[src/rtl/reset_down_sequencer.sv]
// Soft-reset sequencer: drains and resets clock domains from highest to lowest
// index, holds them all in reset, then releases them from lowest to highest.
module reset_down_sequencer #(
  parameter int unsigned NUM_DOMAINS    = 4,
  parameter int unsigned STAGE_CYCLES   = 16,
  parameter int unsigned HOLD_CYCLES    = 256,
  parameter int unsigned TIMEOUT_CYCLES = 1024,
  parameter int unsigned CNT_W          = 16
) (
  input  logic                   clock,
  input  logic                   resetn,
  input  logic                   req_valid,
  output logic                   req_ready,
  output logic [NUM_DOMAINS-1:0] quiesce_req,
  input  logic [NUM_DOMAINS-1:0] quiesce_ack,
  output logic [NUM_DOMAINS-1:0] domain_reset,
  output logic                   busy,
  output logic                   done,
  output logic [NUM_DOMAINS-1:0] timeout_err
);

  localparam int unsigned      IDX_W        = (NUM_DOMAINS > 1) ? $clog2(NUM_DOMAINS) : 1;
  localparam logic [IDX_W-1:0] IDX_LAST     = IDX_W'(NUM_DOMAINS - 1);
  localparam logic [CNT_W-1:0] STAGE_LAST   = CNT_W'(STAGE_CYCLES - 1);
  localparam logic [CNT_W-1:0] HOLD_LAST    = CNT_W'(HOLD_CYCLES - 1);
  localparam logic [CNT_W-1:0] TIMEOUT_LAST = CNT_W'(TIMEOUT_CYCLES - 1);

  typedef enum logic [2:0] {
    S_IDLE,
    S_DRAIN,
    S_ASSERT,
    S_HOLD,
    S_RELEASE,
    S_DONE
  } state_t;

  state_t                 state, state_d;
  logic [CNT_W-1:0]       cnt, cnt_d;
  logic [IDX_W-1:0]       idx, idx_d;
  logic [NUM_DOMAINS-1:0] domain_reset_d;
  logic [NUM_DOMAINS-1:0] quiesce_req_d;
  logic [NUM_DOMAINS-1:0] timeout_err_d;
  logic                   done_d;
  logic                   req_ready_d;

  always_comb begin
    state_d        = state;
    cnt_d          = cnt + CNT_W'(1);
    idx_d          = idx;
    domain_reset_d = domain_reset;
    quiesce_req_d  = '0;
    timeout_err_d  = timeout_err;
    done_d         = 1'b0;

    case (state)
      S_IDLE: begin
        cnt_d = '0;
        if (req_valid && req_ready) begin
          timeout_err_d = '0;
          idx_d         = IDX_LAST;
          state_d       = S_DRAIN;
        end
      end
      S_DRAIN: begin
        // ack has priority over a timeout landing on the same cycle
        if (quiesce_ack[idx]) begin
          domain_reset_d[idx] = 1'b1;
          state_d             = S_ASSERT;
        end else if (cnt == TIMEOUT_LAST) begin
          timeout_err_d[idx]  = 1'b1;
          domain_reset_d[idx] = 1'b1;
          state_d             = S_ASSERT;
        end
      end
      S_ASSERT: begin
        if (cnt == STAGE_LAST) begin
          if (idx == '0) begin
            domain_reset_d = '1;
            state_d        = S_HOLD;
          end else begin
            idx_d   = idx - IDX_W'(1);
            state_d = S_DRAIN;
          end
        end
      end
      S_HOLD: begin
        domain_reset_d = '1;
        if (cnt == HOLD_LAST) begin
          idx_d   = '0;
          state_d = S_RELEASE;
        end
      end
      S_RELEASE: begin
        // release takes effect in the first cycle of each step
        if (cnt == '0) begin
          domain_reset_d[idx] = 1'b0;
        end
        if (cnt == STAGE_LAST) begin
          if (idx == IDX_LAST) begin
            state_d = S_DONE;
          end else begin
            idx_d   = idx + IDX_W'(1);
            state_d = S_RELEASE;
            cnt_d   = '0;
          end
        end
      end
      S_DONE: begin
        done_d  = 1'b1;
        state_d = S_IDLE;
      end
      default: begin
        domain_reset_d = '1;
        idx_d          = '0;
        state_d        = S_HOLD;
      end
    endcase

    if (state_d != state) begin
      cnt_d = '0;
    end

    if (state_d == S_DRAIN) begin
      quiesce_req_d[idx_d] = 1'b1;
    end

    req_ready_d = (state == S_IDLE) && (state_d == S_IDLE);
  end

  always_ff @(posedge clock) begin
    if (!resetn) begin
      state        <= S_HOLD;
      cnt          <= '0;
      idx          <= '0;
      domain_reset <= '1;
      quiesce_req  <= '0;
      timeout_err  <= '0;
      done         <= 1'b0;
      busy         <= 1'b1;
      req_ready    <= 1'b0;
    end else begin
      state        <= state_d;
      cnt          <= cnt_d;
      idx          <= idx_d;
      domain_reset <= domain_reset_d;
      quiesce_req  <= quiesce_req_d;
      timeout_err  <= timeout_err_d;
      done         <= done_d;
      busy         <= ~req_ready_d;
      req_ready    <= req_ready_d;
    end
  end

endmodule

[config.mk]
export PLATFORM = sky130hd
export DESIGN_NAME = reset_down_sequencer
export DESIGN_NICKNAME = d
export VERILOG_FILES = /design/src/rtl/reset_down_sequencer.sv
export SDC_FILE = /design/constraint.sdc
export NUM_CORES = 1
export LEC_CHECK = 0
export ABC_CLOCK_PERIOD_IN_PS = 2600
export CAP_MARGIN = 20
export CELL_PAD_IN_SITES_DETAIL_PLACEMENT = 0
export CELL_PAD_IN_SITES_GLOBAL_PLACEMENT = 2
export CORE_UTILIZATION = 25
export CTS_BUF_LIST = sky130_fd_sc_hd__clkbuf_4 sky130_fd_sc_hd__clkbuf_8 sky130_fd_sc_hd__clkbuf_16
export CTS_CLUSTER_SIZE = 30
export DETAILED_ROUTE_END_ITERATION = 6
export GPL_TIMING_DRIVEN = 0
export HOLD_SLACK_MARGIN = 0.08
export PLACE_DENSITY_LB_ADDON = 0.1
export SYNTH_ARGS = -nofsm -noshare
export SYNTH_HDL_FRONTEND = slang
export SYNTH_SLANG_ARGS = --single-unit
[constraint.sdc]
create_clock -name clock -period 2.6 [get_ports clock]
set_clock_uncertainty 0.1 [all_clocks]
set_input_delay 0.52 -clock clock [delete_from_list [all_inputs] [get_ports clock]]
set_output_delay 0.52 -clock clock [all_outputs]
set_load 0.005 [all_outputs]
==> results.sh <==
export IMPL_synth_area_top_cells="dfxtp_1 (41%), nor2_1 (6.3%), a21oi_1 (3.7%)"
export IMPL_timing_final_hold_violations=0
export IMPL_final_cells=346
export IMPL_grt_setup_unrepaired="yes"
export IMPL_ant_nets=0
export IMPL_swShare=0.258
export IMPL_vdd_ir_drop_max_mv=0.199
export IMPL_grt_ovfl_total=0
export IMPL_wire_per_inst_microns=13.8
export IMPL_drt_iter0_markers=105
export IMPL_cp_required_ns=2.72
export IMPL_synthArstFlopShare=0
export IMPL_cts_root_buffer="clkbuf_8"
export IMPL_grt_usage=0.143
export IMPL_synthesis_area_sq_um=1780
export IMPL_h_tree_depth=2
export IMPL_r2r_start="cnt[9]"
export IMPL_fp_coreArea_sq_um=6830
export IMPL_power_density_nw_per_um2=484
export IMPL_place_inst=330
export IMPL_yosys_cell_types_count=47
export IMPL_max_cap_violations=0
export IMPL_tightest_slew_ns=0.588
export IMPL_slew_limit_headroom=0.607
export IMPL_synth_warnings=0
export IMPL_ys_ff_latch=36
export IMPL_finalSetupViolations=1
export IMPL_power_share_clock=0.380
export IMPL_die_y_microns=86.3
export IMPL_regToRegEndpoint="quiesce_req[0]"
export IMPL_grt_pass1_vias=1652
export IMPL_drive_gt1_frac=0.144
export IMPL_drv_slew=0
export IMPL_fin_total_pwr_mw=1.14
export IMPL_failed_checks="negative setup slack"
export IMPL_layout_common_cells="dfxtp_1 (33), nor2_1 (30), clkdlybuf4s50_1 (21)"
export IMPL_finish_utilization=0.345
export IMPL_via_per_inst=4.74
export IMPL_intPower_uw=846
export IMPL_fin_crit_ns=2.65
export IMPL_reg2reg_depth=6
export IMPL_fmax_ghz=0.378
export IMPL_startpoint_type="register"
export IMPL_ioPinCount=22
export IMPL_clock_path_buffers=2
export IMPL_cts_clk_slew_worst_paths_ns=0.08
export IMPL_die_area_sq_um=7450
export IMPL_finalNetCount=258
export IMPL_dpl_hpwl_mm=3.55
export IMPL_syn_area_per_cell_sq_um=8.35
export IMPL_route_detailed_drc=0
export IMPL_num_vias=1641
export IMPL_cts_made_buffers=5
export IMPL_crit_start="cnt[9]"
export IMPL_min_period_over_period=1.02
export IMPL_crit_arrival_ns=2.77
export IMPL_synthCells=213
export IMPL_rows=30
export IMPL_grt_first_pass_wirelength_mm=8.18
export IMPL_r2r_setup_slack_ns=-0.05
export IMPL_clkSinkCount=36
export IMPL_status="finished, violations left"
export IMPL_synthFlopType="dfxtp_1"
export IMPL_final_common_cell="dfxtp_1"
export IMPL_endpoint="quiesce_req[0]"
export IMPL_synthesis_nets=222
export IMPL_drt_wl_total_mm=4.78
export IMPL_ys_seq_area_frac=0.405
export IMPL_leakage_nw=0.822
export IMPL_worst_hold_slack_ns=0.371
export IMPL_critPathKind="register to register"
export IMPL_drt_first_pass_iters=4
export IMPL_cts_tree="done"
export IMPL_synthDominantCellAreaShare=0.405
export IMPL_synth_edf_count=0
export IMPL_netSwitchingPower_uw=294
export IMPL_power_frac_seq=0.510
export IMPL_fin_ws_ns=-0.0490
export IMPL_dp_slack_ns=-0.266
export IMPL_antenna_found_initial=0
export IMPL_gp_congestion=0.758
export IMPL_port_buffers=21
export IMPL_hp_class="register to register"
export IMPL_end_kind="register"
export IMPL_combPwrFrac=0.111
export IMPL_grt_max_degree=12
export IMPL_num_antenna_cells=0
export IMPL_die_x_microns=86.3
export IMPL_yosys_area_top_type="dfxtp_1"
export IMPL_worstPathMaxFanout=5
export IMPL_start_util=0.260
export IMPL_insertion_delay_ns=0.29
export IMPL_syn_to_final_growth_pct=32.4
## metrics by stage
stage,area [sq um],TNS (ns)
after floorplan,1780,0
after global placement,2110,-2.24
after detailed placement,2110,-2.34
after CTS,2290,-0.265
after global routing,2350,-0.228
final,2350,-0.0490
## area by class of cell
cell class | instances | area, sq um
well taps | 96 | 120
clock inverters | 1 | 7.51
repair buffers | 29 | 270
fillers | 766 | 4480
multi-input cells | 157 | 1050
plain buffers | 9 | 45.0
flip-flops and latches | 36 | 727
inverters | 11 | 41.3
clock buffers | 7 | 90.1
## cells in the mapped netlist, drive strengths merged, types with 2 or more instances
library cell	number
nor3b	2
nand2b	3
o211ai	4
dfxtp	36
xor2	6
nand3	13
a31oi	5
or4	5
inv	11
nor3	8
nand4	3
o41ai	3
nor4	4
ha	2
o21ai	7
a21oi	13
xnor2	7
nor2b	5
o22ai	2
and3	3
buf	2
clkbuf	7
nor2	30
nand2	13
## timing repair
item	4_1_cts	5_1_grt
endpoints found under the hold margin	0	0
hold buffers	0	0
pin swaps	8	4
setup buffers	6	2
gates resized for setup	11	9
setup endpoints to repair	19	20
## flip-flops by register name, indices dropped and copies added (netlist names)
signal	count
cnt	16
domain_reset	4
quiesce_req	4
timeout_err	4
state	3
idx	2
busy	1
done	1
req_ready	1
## how the worst min path moves through the flow
stage                              start              to  slack (ns)  cells past startpoint
after floorplan           timeout_err[0]  timeout_err[0]        0.36                      2
after global placement    timeout_err[3]  timeout_err[3]        0.35                      2
after detailed placement  timeout_err[2]  timeout_err[2]        0.36                      2
after CTS                 timeout_err[2]  timeout_err[2]        0.38                      2
after global routing      timeout_err[3]  timeout_err[3]        0.42                      2
final                     timeout_err[3]  timeout_err[3]        0.37                      2
## critical path, cell delays in order, from the launching register on
cell      delay (ns)
dfxtp_4         0.36
or4_4           0.58
or4_4           0.58
o21ai_2         0.16
nand4_1         0.12
a311o_1         0.39
and4bb_1        0.30
## logic make-up after synthesis
logic type,Yosys count,synth area share
compound gates,46,0.171
buf+inv,20,0.0436
simple gates,95,0.289
xor+xnor,13,0.0640
flops,36,0.405
mux,1,0.0127
fa+ha+maj,2,0.0141
## power by group through the flow
stage | registers [mW] | clock network (mW) | logic [mW]
global route | 0.583 | 0.474 | 0.145
CTS | 0.581 | 0.456 | 0.125
global placement | 0.594 | 0 | 0.122
detailed placement | 0.594 | 0 | 0.120
floorplan | 0.590 | 0 | 0.0777
finish | 0.581 | 0.433 | 0.126
## routing by layer
layer / vias to the layer above / track usage / share of wire
li1: 841 / - / -
met1: 772 / 0.177 / 0.46
met3: 6 / 0.0324 / 0.030
met5: - / 0 / 0
met2: 22 / 0.244 / 0.49
met4: 0 / 0.0515 / 0.016
Power figures use the tool's default switching activity.
